[config.mk]
export PLATFORM = sky130hd
export DESIGN_NAME = serial_add_responder_flat
export DESIGN_NICKNAME = d
export VERILOG_FILES = /design/src/rtl/serial_add_responder_if.sv /design/src/rtl/serial_add_responder.sv /design/src/flat_wrapper.sv
export SDC_FILE = /design/constraint.sdc
export NUM_CORES = 1
export LEC_CHECK = 0
export CAP_MARGIN = 20
export CORE_ASPECT_RATIO = 0.6
export CORE_MARGIN = 5
export CORE_UTILIZATION = 50
export CTS_BUF_LIST = sky130_fd_sc_hd__clkbuf_4 sky130_fd_sc_hd__clkbuf_8 sky130_fd_sc_hd__clkbuf_16
export DETAILED_ROUTE_END_ITERATION = 10
export GPL_ROUTABILITY_DRIVEN = 0
export PLACE_DENSITY = 0.75
export SYNTH_ARGS = -nofsm -noshare
export SYNTH_HDL_FRONTEND = slang
export SYNTH_SLANG_ARGS = --single-unit
[constraint.sdc]
create_clock -name clk -period 1.7 [get_ports clk]
set_clock_uncertainty 0.2 [all_clocks]
set_input_delay 0.425 -clock clk [delete_from_list [all_inputs] [get_ports clk]]
set_output_delay 0.425 -clock clk [all_outputs]
set_load 0.01 [all_outputs]
[src/rtl/serial_add_responder_if.sv]
// rtl/serial_add_responder_if.sv - request/response bundle for serial_add_responder
// Optional out_ovf member present when SERIAL_ADD_OVF_EN is defined.
interface serial_add_responder_if #(
  parameter int WIDTH = 8
);
  logic             in_valid;
  logic             in_ready;
  logic [WIDTH-1:0] in_a;
  logic [WIDTH-1:0] in_b;
  logic             in_c;
  logic             out_valid;
  logic             out_ready;
  logic [WIDTH-1:0] out_sum;
  logic             out_carry;
  logic             busy;
`ifdef SERIAL_ADD_OVF_EN
  logic             out_ovf;
`endif

  modport master (
    output in_valid, in_a, in_b, in_c, out_ready,
    input  in_ready, out_valid, out_sum, out_carry, busy
`ifdef SERIAL_ADD_OVF_EN
    , input out_ovf
`endif
  );

  modport slave (
    input  in_valid, in_a, in_b, in_c, out_ready,
    output in_ready, out_valid, out_sum, out_carry, busy
`ifdef SERIAL_ADD_OVF_EN
    , output out_ovf
`endif
  );
endinterface

[src/rtl/serial_add_responder.sv]
// rtl/serial_add_responder.sv - bit-serial LSB-first adder behind valid/ready handshakes
// Define SERIAL_ADD_OVF_EN to add the registered signed-overflow output out_ovf.
module serial_add_responder #(
  parameter int WIDTH = 8
) (
  input  logic                   clk,
  input  logic                   rst_n,
  serial_add_responder_if.slave  bus
);
  localparam int CW = (WIDTH > 1) ? $clog2(WIDTH) : 1;

  typedef enum logic [1:0] {IDLE, CALC, DONE} state_t;

  state_t           state;
  logic [WIDTH-1:0] a_sr;
  logic [WIDTH-1:0] b_sr;
  logic [WIDTH-1:0] sum_sr;
  logic             carry;
  logic [CW-1:0]    cnt;
  logic             in_ready_r;
  logic             out_valid_r;
  logic             busy_r;
  logic [WIDTH-1:0] out_sum_r;
  logic             out_carry_r;
  logic             ovf_r;

  logic             a0;
  logic             b0;
  logic             sum_bit;
  logic             c_next;
  logic [WIDTH-1:0] sum_next;

  // One full-adder slice; the new sum bit enters from the MSB side.
  always_comb begin
    a0       = a_sr[0];
    b0       = b_sr[0];
    sum_bit  = a0 ^ b0 ^ carry;
    c_next   = (a0 & b0) | (carry & (a0 ^ b0));
    sum_next = (sum_sr >> 1) | (WIDTH'(sum_bit) << (WIDTH - 1));
  end

  always_ff @(posedge clk) begin
    if (!rst_n) begin
      state       <= IDLE;
      a_sr        <= '0;
      b_sr        <= '0;
      sum_sr      <= '0;
      carry       <= 1'b0;
      cnt         <= '0;
      in_ready_r  <= 1'b1;
      out_valid_r <= 1'b0;
      busy_r      <= 1'b0;
      out_sum_r   <= '0;
      out_carry_r <= 1'b0;
      ovf_r       <= 1'b0;
    end else begin
      case (state)
        IDLE: begin
          if (bus.in_valid) begin
            a_sr       <= bus.in_a;
            b_sr       <= bus.in_b;
            carry      <= bus.in_c;
            sum_sr     <= '0;
            cnt        <= '0;
            in_ready_r <= 1'b0;
            busy_r     <= 1'b1;
            state      <= CALC;
          end
        end
        CALC: begin
          a_sr   <= a_sr >> 1;
          b_sr   <= b_sr >> 1;
          sum_sr <= sum_next;
          carry  <= c_next;
          cnt    <= cnt + CW'(1);
          // Result registers are only touched here so they stay stable otherwise.
          if (cnt == CW'(WIDTH - 1)) begin
            out_sum_r   <= sum_next;
            out_carry_r <= c_next;
            ovf_r       <= carry ^ c_next;
            out_valid_r <= 1'b1;
            state       <= DONE;
          end
        end
        DONE: begin
          if (bus.out_ready) begin
            out_valid_r <= 1'b0;
            busy_r      <= 1'b0;
            in_ready_r  <= 1'b1;
            state       <= IDLE;
          end
        end
        default: state <= IDLE;
      endcase
    end
  end

  assign bus.in_ready  = in_ready_r;
  assign bus.out_valid = out_valid_r;
  assign bus.busy      = busy_r;
  assign bus.out_sum   = out_sum_r;
  assign bus.out_carry = out_carry_r;
`ifdef SERIAL_ADD_OVF_EN
  assign bus.out_ovf   = ovf_r;
`else
  logic unused_ovf;
  assign unused_ovf = ovf_r;
`endif

endmodule

[src/flat_wrapper.sv]
// flat-port wrapper written by rule: the top's interface ports become plain ports
module serial_add_responder_flat 
#(
  parameter int WIDTH = 8
)
  (clk, rst_n, bus_in_valid, bus_in_a, bus_in_b, bus_in_c, bus_out_ready, bus_in_ready, bus_out_valid, bus_out_sum, bus_out_carry, bus_busy);
  serial_add_responder_if #(.WIDTH(WIDTH)) bus_i ();
  input  logic clk;
  input  logic rst_n;
  input wire logic [$bits(bus_i.in_valid)-1:0] bus_in_valid;
  input wire logic [$bits(bus_i.in_a)-1:0] bus_in_a;
  input wire logic [$bits(bus_i.in_b)-1:0] bus_in_b;
  input wire logic [$bits(bus_i.in_c)-1:0] bus_in_c;
  input wire logic [$bits(bus_i.out_ready)-1:0] bus_out_ready;
  output wire logic [$bits(bus_i.in_ready)-1:0] bus_in_ready;
  output wire logic [$bits(bus_i.out_valid)-1:0] bus_out_valid;
  output wire logic [$bits(bus_i.out_sum)-1:0] bus_out_sum;
  output wire logic [$bits(bus_i.out_carry)-1:0] bus_out_carry;
  output wire logic [$bits(bus_i.busy)-1:0] bus_busy;
  assign bus_i.in_valid = bus_in_valid;
  assign bus_i.in_a = bus_in_a;
  assign bus_i.in_b = bus_in_b;
  assign bus_i.in_c = bus_in_c;
  assign bus_i.out_ready = bus_out_ready;
  assign bus_in_ready = bus_i.in_ready;
  assign bus_out_valid = bus_i.out_valid;
  assign bus_out_sum = bus_i.out_sum;
  assign bus_out_carry = bus_i.out_carry;
  assign bus_busy = bus_i.busy;
  serial_add_responder #(.WIDTH(WIDTH)) u_core (.clk(clk), .rst_n(rst_n), .bus(bus_i));
endmodule
* After elaboration in Yosys (flattened, before gate mapping)
Cells that the tools add are included.
Operators by class: multiply operators 0, div/mod/pow operators 0, bitwise gates (word level) 6, magnitude comparators 0, shifts and indexed selects 0, eq/ne operators 6, reductions and logical operators 9, multiplexer cells 22, add/sub/neg operators 1
Operators with widths (number):
- $pmux W8 S2 | 3
- $mux W8 | 3
- $reduce_and A3 Y1 | 3
- $or A7 B8 Y8 | 1
- $pmux W1 S2 | 4
- $mux W1 | 6
- $mux W2 | 3
- $pmux W2 S3 | 1
- $pmux W3 S2 | 1
- $reduce_bool A2 Y1 | 3
- $ne A2 B2 Y1 const B | 2
- $reduce_and A2 Y1 | 2
- $add A3 B1 Y3 const B | 1
- $eq A3 B3 Y1 const B | 1
- $mux W3 | 1
- $and A1 B1 Y1 | 2
- $eq A2 B1 Y1 const B | 1
- $eq A2 B2 Y1 const B | 1
- $logic_not A2 Y1 | 1
- $ne A2 B1 Y1 const B | 1
- $xor A1 B1 Y1 | 2
- $or A1 B1 Y1 | 1
Storage, ports and cells: output and inout port bits 12, memory bits (read-only) 0, input bits 21, logic and storage cells 55, memories kept 0, bits in latches 0, bits in writable memories 0, register bits after elaboration 42

* Logic depth before layout (Yosys ltp)
Gate-level depths: netlist of run 1.
depth in word-level cells 4, gate-level depth with buffers 5

* Worst setup path after synthesis of run 1
No wires, ideal clock.
path type register to register, from reg u_core.cnt[0], to reg u_core.out_carry_r, in the netlist u_core.bus.out_carry, period minus slack after synthesis 1.515 ns, slack 0.185 ns, arrival 1.186 ns, buffers on the path 1, stages on the path, launching flop included 6, cells stage by stage dfxtp_1 -> ha_1 -> ha_1 -> nand3b_2 -> clkbuf_1 -> o21ai_0
On the way: word-level cells in the longest chain between the ends 2
RTL lines:
- from (decl) | RTL line serial_add_responder.sv:19 | logic [CW-1:0] cnt;
- from (signal assigned) | RTL line serial_add_responder.sv:75 | cnt <= cnt + CW'(1);
- $eq A3 B3 Y1 | RTL line serial_add_responder.sv:77 | if (cnt == CW'(WIDTH - 1)) begin
- $reduce_and A2 Y1 (no source line)
- to (signal assigned) | RTL line serial_add_responder.sv:79 | out_carry_r <= c_next;
- to (decl) | RTL line serial_add_responder.sv:24 | logic out_carry_r;
Every way passes these cells. A chain may end at the register's enable or synchronous reset.

==> results_dict.tcl, run 1 <==
set metrics [dict create \
    fin_total_pwr_mw 1.94 \
    track_usage_pct 18.0 \
    cts_buffers 5 \
    num_vias 1419 \
    path_buf_inv 1 \
    cp.required_ns 1.71 \
    crit_start "rst_n" \
    critical_path_depth 4 \
    post_route_cells_drive_above_1_share_pct 10.8 \
    p_switching_mw 0.461 \
    row_count 16 \
    synth_nets 198 \
    placed_cells 250 \
    slowest_delay_ns 0.56 \
    ir_drop_v 0.000459 \
    synth_area_um2 1660 \
    synth_top_area_share_pct 49.5 \
    reg2reg_setup_slack_ns 0.16 \
    drv_cap 0 \
    cts_tree "yes" \
    synth.avg_cell_area_um2 9.53 \
    synthCells 174 \
    cp-end-kind "register" \
    fmax_ghz 0.633 \
    clkTransAtPathRegs_ns 0.07 \
    drcViolationCount 0 \
    first_pass_iters 4 \
    io_pins 33 \
    crit_family "buffers and inverters" \
    hold_path.class "register to register" \
    io_buffer_count 32 \
    vias_per_cell 5.52 \
    crit_chain "clkdlybuf4s50_1 > nand2b_1 > or2_4 > o21ai_0" \
    critPathLaunchType "primary input" \
    slew-limit-headroom_pct 66.9 \
    stdcell_count 257 \
    hold_slack_ns 0.269 \
    crit_end "u_core.a_sr[1]" \
    power.leakage_nw 0.860 \
    setup_ws_ns 0.120 \
    cts_sinks 41 \
    p_per_area_nw_per_um2 892 \
    die_h_um 54.6 \
    synthTopCellsByCount "41 x dfxtp_1, 19 x o21ai_0, 15 x mux2i_1, 15 x nand2_1, 15 x o211ai_1" \
    tightest_slew_ns 0.496 \
    setup_violations 0 \
    core-area_um2 3220 \
    p_comb_share_pct 12.8 \
    ys_ff_latch 41 \
    grt_pass1_wl_um 6420 \
    ys_warn_count 0 \
    yosys-top-cells-area "dfxtp_1 50%, mux2i_1 9.1%, o211ai_1 6.8%" \
    rsz0062_at_grt "no" \
    wl_per_cell_um 14.8 \
    dp_hpwl_um 2790 \
    antenna_found_initial 0 \
    hold_viol_final 0 \
    drt_iter0_drc 75 \
    overflow 0 \
    p_int_mw 1.48 \
    initial_utilization_pct 51.4 \
    cts_root_buf "clkbuf_8" \
    cp_data_arrival_time_ns 1.59 \
    slew_viol_final 0 \
    hp-start "u_core.bus.out_sum[1]" \
    cts_buffer_depth 2 \
    synth_edf_count 0 \
    async_reset_ff_share_pct 0 \
    drt_wl_total_um 3790 \
    seqPwrFrac_pct 53.6 \
    period_needed_ns 1.58 \
    synth_seq_area_share_pct 49.5 \
    r2r_start "u_core.cnt[0]" \
    p_clk_share_pct 33.6 \
    yosysMostFrequentCell "dfxtp_1" \
    drtAntennaViolNets 0 \
    synth_cell_type_count 28 \
    die_area_um2 4600 \
    postCtsSetupRepairBufs 0 \
    slowest_stage "clkdlybuf4s50_1" \
    r2r_end "u_core.bus.out_sum[3]" \
    synth_ff_type "dfxtp_1" \
    status "finished, final reports clean" \
    pre_cts_ws_ns -0.207 \
    fp.dieW_um 84.3 \
    grt_pass1_vias 1394 \
    critPathKind "primary input to register" \
    final_nets 236 \
    insertion_delay_ns 0.29 \
    synth_top_area_cell "dfxtp_1" \
    htreeDepth 2 \
    syn_to_final_growth_pct 31.0 \
    fin_crit_sh_pct 92.9 \
    antennaDiodeCount 0 \
    swShare_pct 23.8 \
    path_max_fanout 15 \
    r2r.worst_path.cells 5 \
    grt_max_degree 27 \
]
==> final cells by class <==
| cell class | instances | area (µm²) |
|---|---|---|
| fill | 271 | 1050 |
| sequential | 41 | 821 |
| multi-input combinational | 118 | 773 |
| timing repair buffer | 44 | 424 |
| clock buffer | 7 | 90.1 |
| tap | 45 | 56.3 |
| inverter | 2 | 7.51 |
==> repair_timing <==
| item | 4_1_cts | 5_1_grt |
|---|---|---|
| hold endpoints to repair | 0 | 0 |
| resized for setup | 12 | 2 |
| hold buffers | 0 | 0 |
| setup endpoints to repair | 12 | 10 |
==> per-layer routing <==
layer / part of all wire (%) / vias to the layer above / track usage, %
met5: 0 / - / 0
met4: 0.69 / 0 / 5.79
met3: 6.3 / 5 / 5.86
met2: 45 / 41 / 29.7
met1: 48 / 660 / 22.8
li1: - / 713 / -
==> worst min-delay path by stage <==
stage                             to  slack [ns]  cells after the start
3_5_place_dp   u_core.bus.out_sum[1]        0.26                      2
2_1_floorplan          u_core.cnt[0]        0.23                      1
5_1_grt                u_core.cnt[0]        0.31                      1
3_3_place_gp           u_core.cnt[0]        0.24                      1
4_1_cts        u_core.bus.out_sum[1]        0.27                      2
6_report       u_core.bus.out_sum[1]        0.27                      2
==> power by group through the flow <==
| stage | sequential [mW] | combinational (mW) | clock, mW |
|---|---|---|---|
| finish | 1.04 | 0.248 | 0.650 |
| global route | 1.04 | 0.275 | 0.703 |
| CTS | 1.04 | 0.247 | 0.663 |
| detailed placement | 1.06 | 0.250 | 0 |
| global placement | 1.06 | 0.240 | 0 |
| floorplan | 1.05 | 0.141 | 0 |
==> cell usage in the layout, fill, tap and decap left out, types with 2 or more instances in the layout <==
master           Yosys  layout
o21ai_0             19      19
nor2b_1              2       2
ha_1                 2       2
dlygate4sd2_1        0      12
nand4_1              2       2
nand2b_1             3       3
inv_1                2       2
a21oi_1              5       5
o211ai_1            15      15
buf_12               0       2
nand3_1              9       9
mux2i_1             15      15
clkbuf_8             0       6
a21boi_0             2       2
buf_4                1       9
clkdlybuf4s50_1      0      20
o21ai_1             10      10
dfxtp_1             41      41
o22ai_1             10      10
nand2_1             15      15
==> metrics by stage <==
step / util (%) / cell area (µm²) / TNS, ns
4_1_cts: 67.0 / 2160 / 0
3_5_place_dp: 64.7 / 2080 / -4.16
2_1_floorplan: - / 1660 / 0
5_1_grt: 67.4 / 2170 / 0
6_report: 67.4 / 2170 / 0
3_3_place_gp: 64.7 / 2080 / -2.62
==> kinds of logic after synthesis <==
logic type / Yosys count / synth area share, %
flops: 41 / 49.5
simple gates: 37 / 11.6
buf+inv: 15 / 4.38
fa+ha+maj: 3 / 2.72
compound gates: 63 / 22.7
mux: 15 / 9.06
==> worst reg2reg max path: cells and delay by family, from the launching register on <==
kind                       cells  cell delay [ns]
AOI/OAI and AO/OA              1             0.10
adders and majority gates      2             0.41
DFF                            1             0.36
and+or+nand+nor                2             0.35
==> sequential cells by signal, indices dropped and copies added (netlist names), 2 cells and up <==
name / cells
u_core.a_sr: 8
u_core.b_sr: 8
u_core.bus.out_sum: 8
u_core.sum_sr: 7
u_core.cnt: 3
u_core.state: 2
(Power assumes the default switching activity.)
==> run 2, diff against run 1 <==
--- a/config.mk
+++ b/config.mk
@@ -8,11 +8,11 @@
 export CAP_MARGIN = 20
 export CORE_ASPECT_RATIO = 0.6
 export CORE_MARGIN = 5
-export CORE_UTILIZATION = 50
+export CORE_UTILIZATION = 30
 export CTS_BUF_LIST = sky130_fd_sc_hd__clkbuf_4 sky130_fd_sc_hd__clkbuf_8 sky130_fd_sc_hd__clkbuf_16
 export DETAILED_ROUTE_END_ITERATION = 10
 export GPL_ROUTABILITY_DRIVEN = 0
-export PLACE_DENSITY = 0.75
+export PLACE_DENSITY = 0.48
 export SYNTH_ARGS = -nofsm -noshare
 export SYNTH_HDL_FRONTEND = slang
 export SYNTH_SLANG_ARGS = --single-unit
==> results_dict.tcl, run 2 (synthesis gave the netlist of run 1 again) <==
set metrics [dict create \
    drcViolationCount 0 \
    p_per_area_nw_per_um2 862 \
    layout_common_cells "41 x dfxtp_1, 20 x clkdlybuf4s50_1, 19 x o21ai_0" \
    htreeDepth 2 \
    num_vias 1391 \
    clkTransAtPathRegs_ns 0.08 \
    critPathLaunchType "register" \
    antenna_found_initial 0 \
    grt_max_degree 21 \
    cp-end-kind "output pin" \
    fin_total_pwr_mw 1.90 \
    critPathKind "register to output pin" \
    initial_utilization_pct 30.3 \
    grt_pass1_vias 1369 \
    tightest_slew_ns 0.338 \
    drtAntennaViolNets 0 \
    post_route_cells_drive_above_1_share_pct 11.3 \
    wl_per_cell_um 13.5 \
    drt_iter0_drc 72 \
    setup_ws_ns 0.147 \
    slowest_stage "dfxtp_1" \
    slowest_delay_ns 0.36 \
    p_clk_share_pct 32.3 \
    min_delay_worst_endpoint "u_core.bus.out_carry" \
    crit_family "flip-flops" \
    antennaDiodeCount 0 \
    fin_crit_sh_pct 91.4 \
    final_nets 236 \
    multi_input_area_um2 773 \
    first_pass_iters 4 \
    cts_buffer_depth 2 \
    row_count 21 \
    syn_to_final_growth_pct 33.1 \
    pre_cts_ws_ns -0.139 \
    holdPathStages 2 \
    rsz0062_at_grt "no" \
    cts_tree "yes" \
    drv_cap 0 \
    dp_hpwl_um 2790 \
    hold_viol_final 0 \
    hp-start "u_core.bus.out_carry" \
    regArea_um2 821 \
    p_int_mw 1.42 \
    path_max_fanout 3 \
    overflow 0 \
    hold_path.class "register to register" \
    path_buf_inv 1 \
    cts_buffers 5 \
    io_pins 33 \
    cp.required_ns 1.07 \
    reg2reg_setup_slack_ns 0.16 \
    cts_sinks 41 \
    r2r.worst_path.cells 5 \
    period_needed_ns 1.55 \
    cp_data_arrival_time_ns 0.93 \
    core-area_um2 5470 \
    p_switching_mw 0.478 \
    seqPwrFrac_pct 54.2 \
    cts_root_buf "clkbuf_8" \
    layout_commonest_cell "dfxtp_1" \
    p_comb_share_pct 13.5 \
    status "finished, final reports clean" \
    slew-limit-headroom_pct 77.4 \
    fmax_ghz 0.644 \
    crit_chain "dlygate4sd2_1" \
    r2r_end "u_core.bus.out_sum[1]" \
    swShare_pct 25.1 \
    slew_viol_final 0 \
    power.leakage_nw 0.859 \
    design_area_um2 2210 \
    drt_wl_total_um 3800 \
    ir_drop_v 0.000283 \
    r2r_start "u_core.cnt[0]" \
    fp.dieW_um 106 \
    fillers 556 \
    die_h_um 67.6 \
    vias_per_cell 4.93 \
    io_buffer_count 32 \
    grt_pass1_wl_um 6580 \
    track_usage_pct 11.5 \
    place_area_um2 2130 \
    die_area_um2 7160 \
    insertion_delay_ns 0.29 \
    setup_violations 0 \
]
run 2: per-layer routing:
layer / wire (µm) / up-vias / GRT usage [%] / part of all wire [%]
li1: - / 716 / - / -
met1: 2010 / 642 / 16.3 / 53
met2: 1580 / 29 / 16.9 / 42
met3: 180 / 4 / 3.53 / 4.7
met4: 31 / 0 / 2.91 / 0.82
met5: 0 / - / 0 / 0
run 2: through the flow:
stage / hold slack, ns / setup TNS [ns] / std cells / utilization, %
floorplan: 0.229 / 0 / 174 / -
global placement: 0.243 / -2.20 / 274 / 38.9
detailed placement: 0.255 / -3.42 / 274 / 38.9
CTS: 0.270 / 0 / 282 / 40.2
global route: 0.314 / 0 / 282 / 40.4
finish: 0.270 / 0 / 282 / 40.4
run 2: power by group through the flow:
stage               clock, mW  sequential (mW)  combinational (mW)
global route            0.697             1.04               0.284
CTS                     0.645             1.03               0.260
global placement            0             1.05               0.257
detailed placement          0             1.05               0.263
finish                  0.614             1.03               0.257
floorplan                   0             1.05               0.141
run 2: how the worst max path moves through the flow:
| stage | startpoint | to | slack [ns] | cells past startpoint |
|---|---|---|---|---|
| after CTS | u_core.cnt[0] | u_core.bus.out_sum[1] | 0.008 | 5 |
| after global placement | rst_n | u_core.a_sr[4] | -0.10 | 4 |
| after floorplan | u_core.cnt[0] | u_core.bus.out_carry | 0.19 | 5 |
| final | u_core.bus.out_valid | bus_out_valid | 0.15 | 1 |
| after global routing | u_core.cnt[0] | u_core.bus.out_sum[0] | 0.004 | 5 |
| after detailed placement | rst_n | u_core.a_sr[4] | -0.14 | 4 |
run 2: cell type report:
type	count	share of cell area [%]
well taps	69	3.91
flip-flops and latches	41	37.2
clock buffers	5	3.12
multi-input cells	118	35.0
repair buffers	44	19.6
inverters	2	0.340
clock inverters	3	0.794
run 2: timing repair:
| action | CTS | global route |
|---|---|---|
| hold endpoints to repair | 0 | 0 |
| pin swaps | 0 | 1 |
| endpoints found under the setup margin | 12 | 10 |
| hold buffers | 0 | 0 |
| setup buffers | 0 | 0 |
| resized for setup | 12 | 1 |
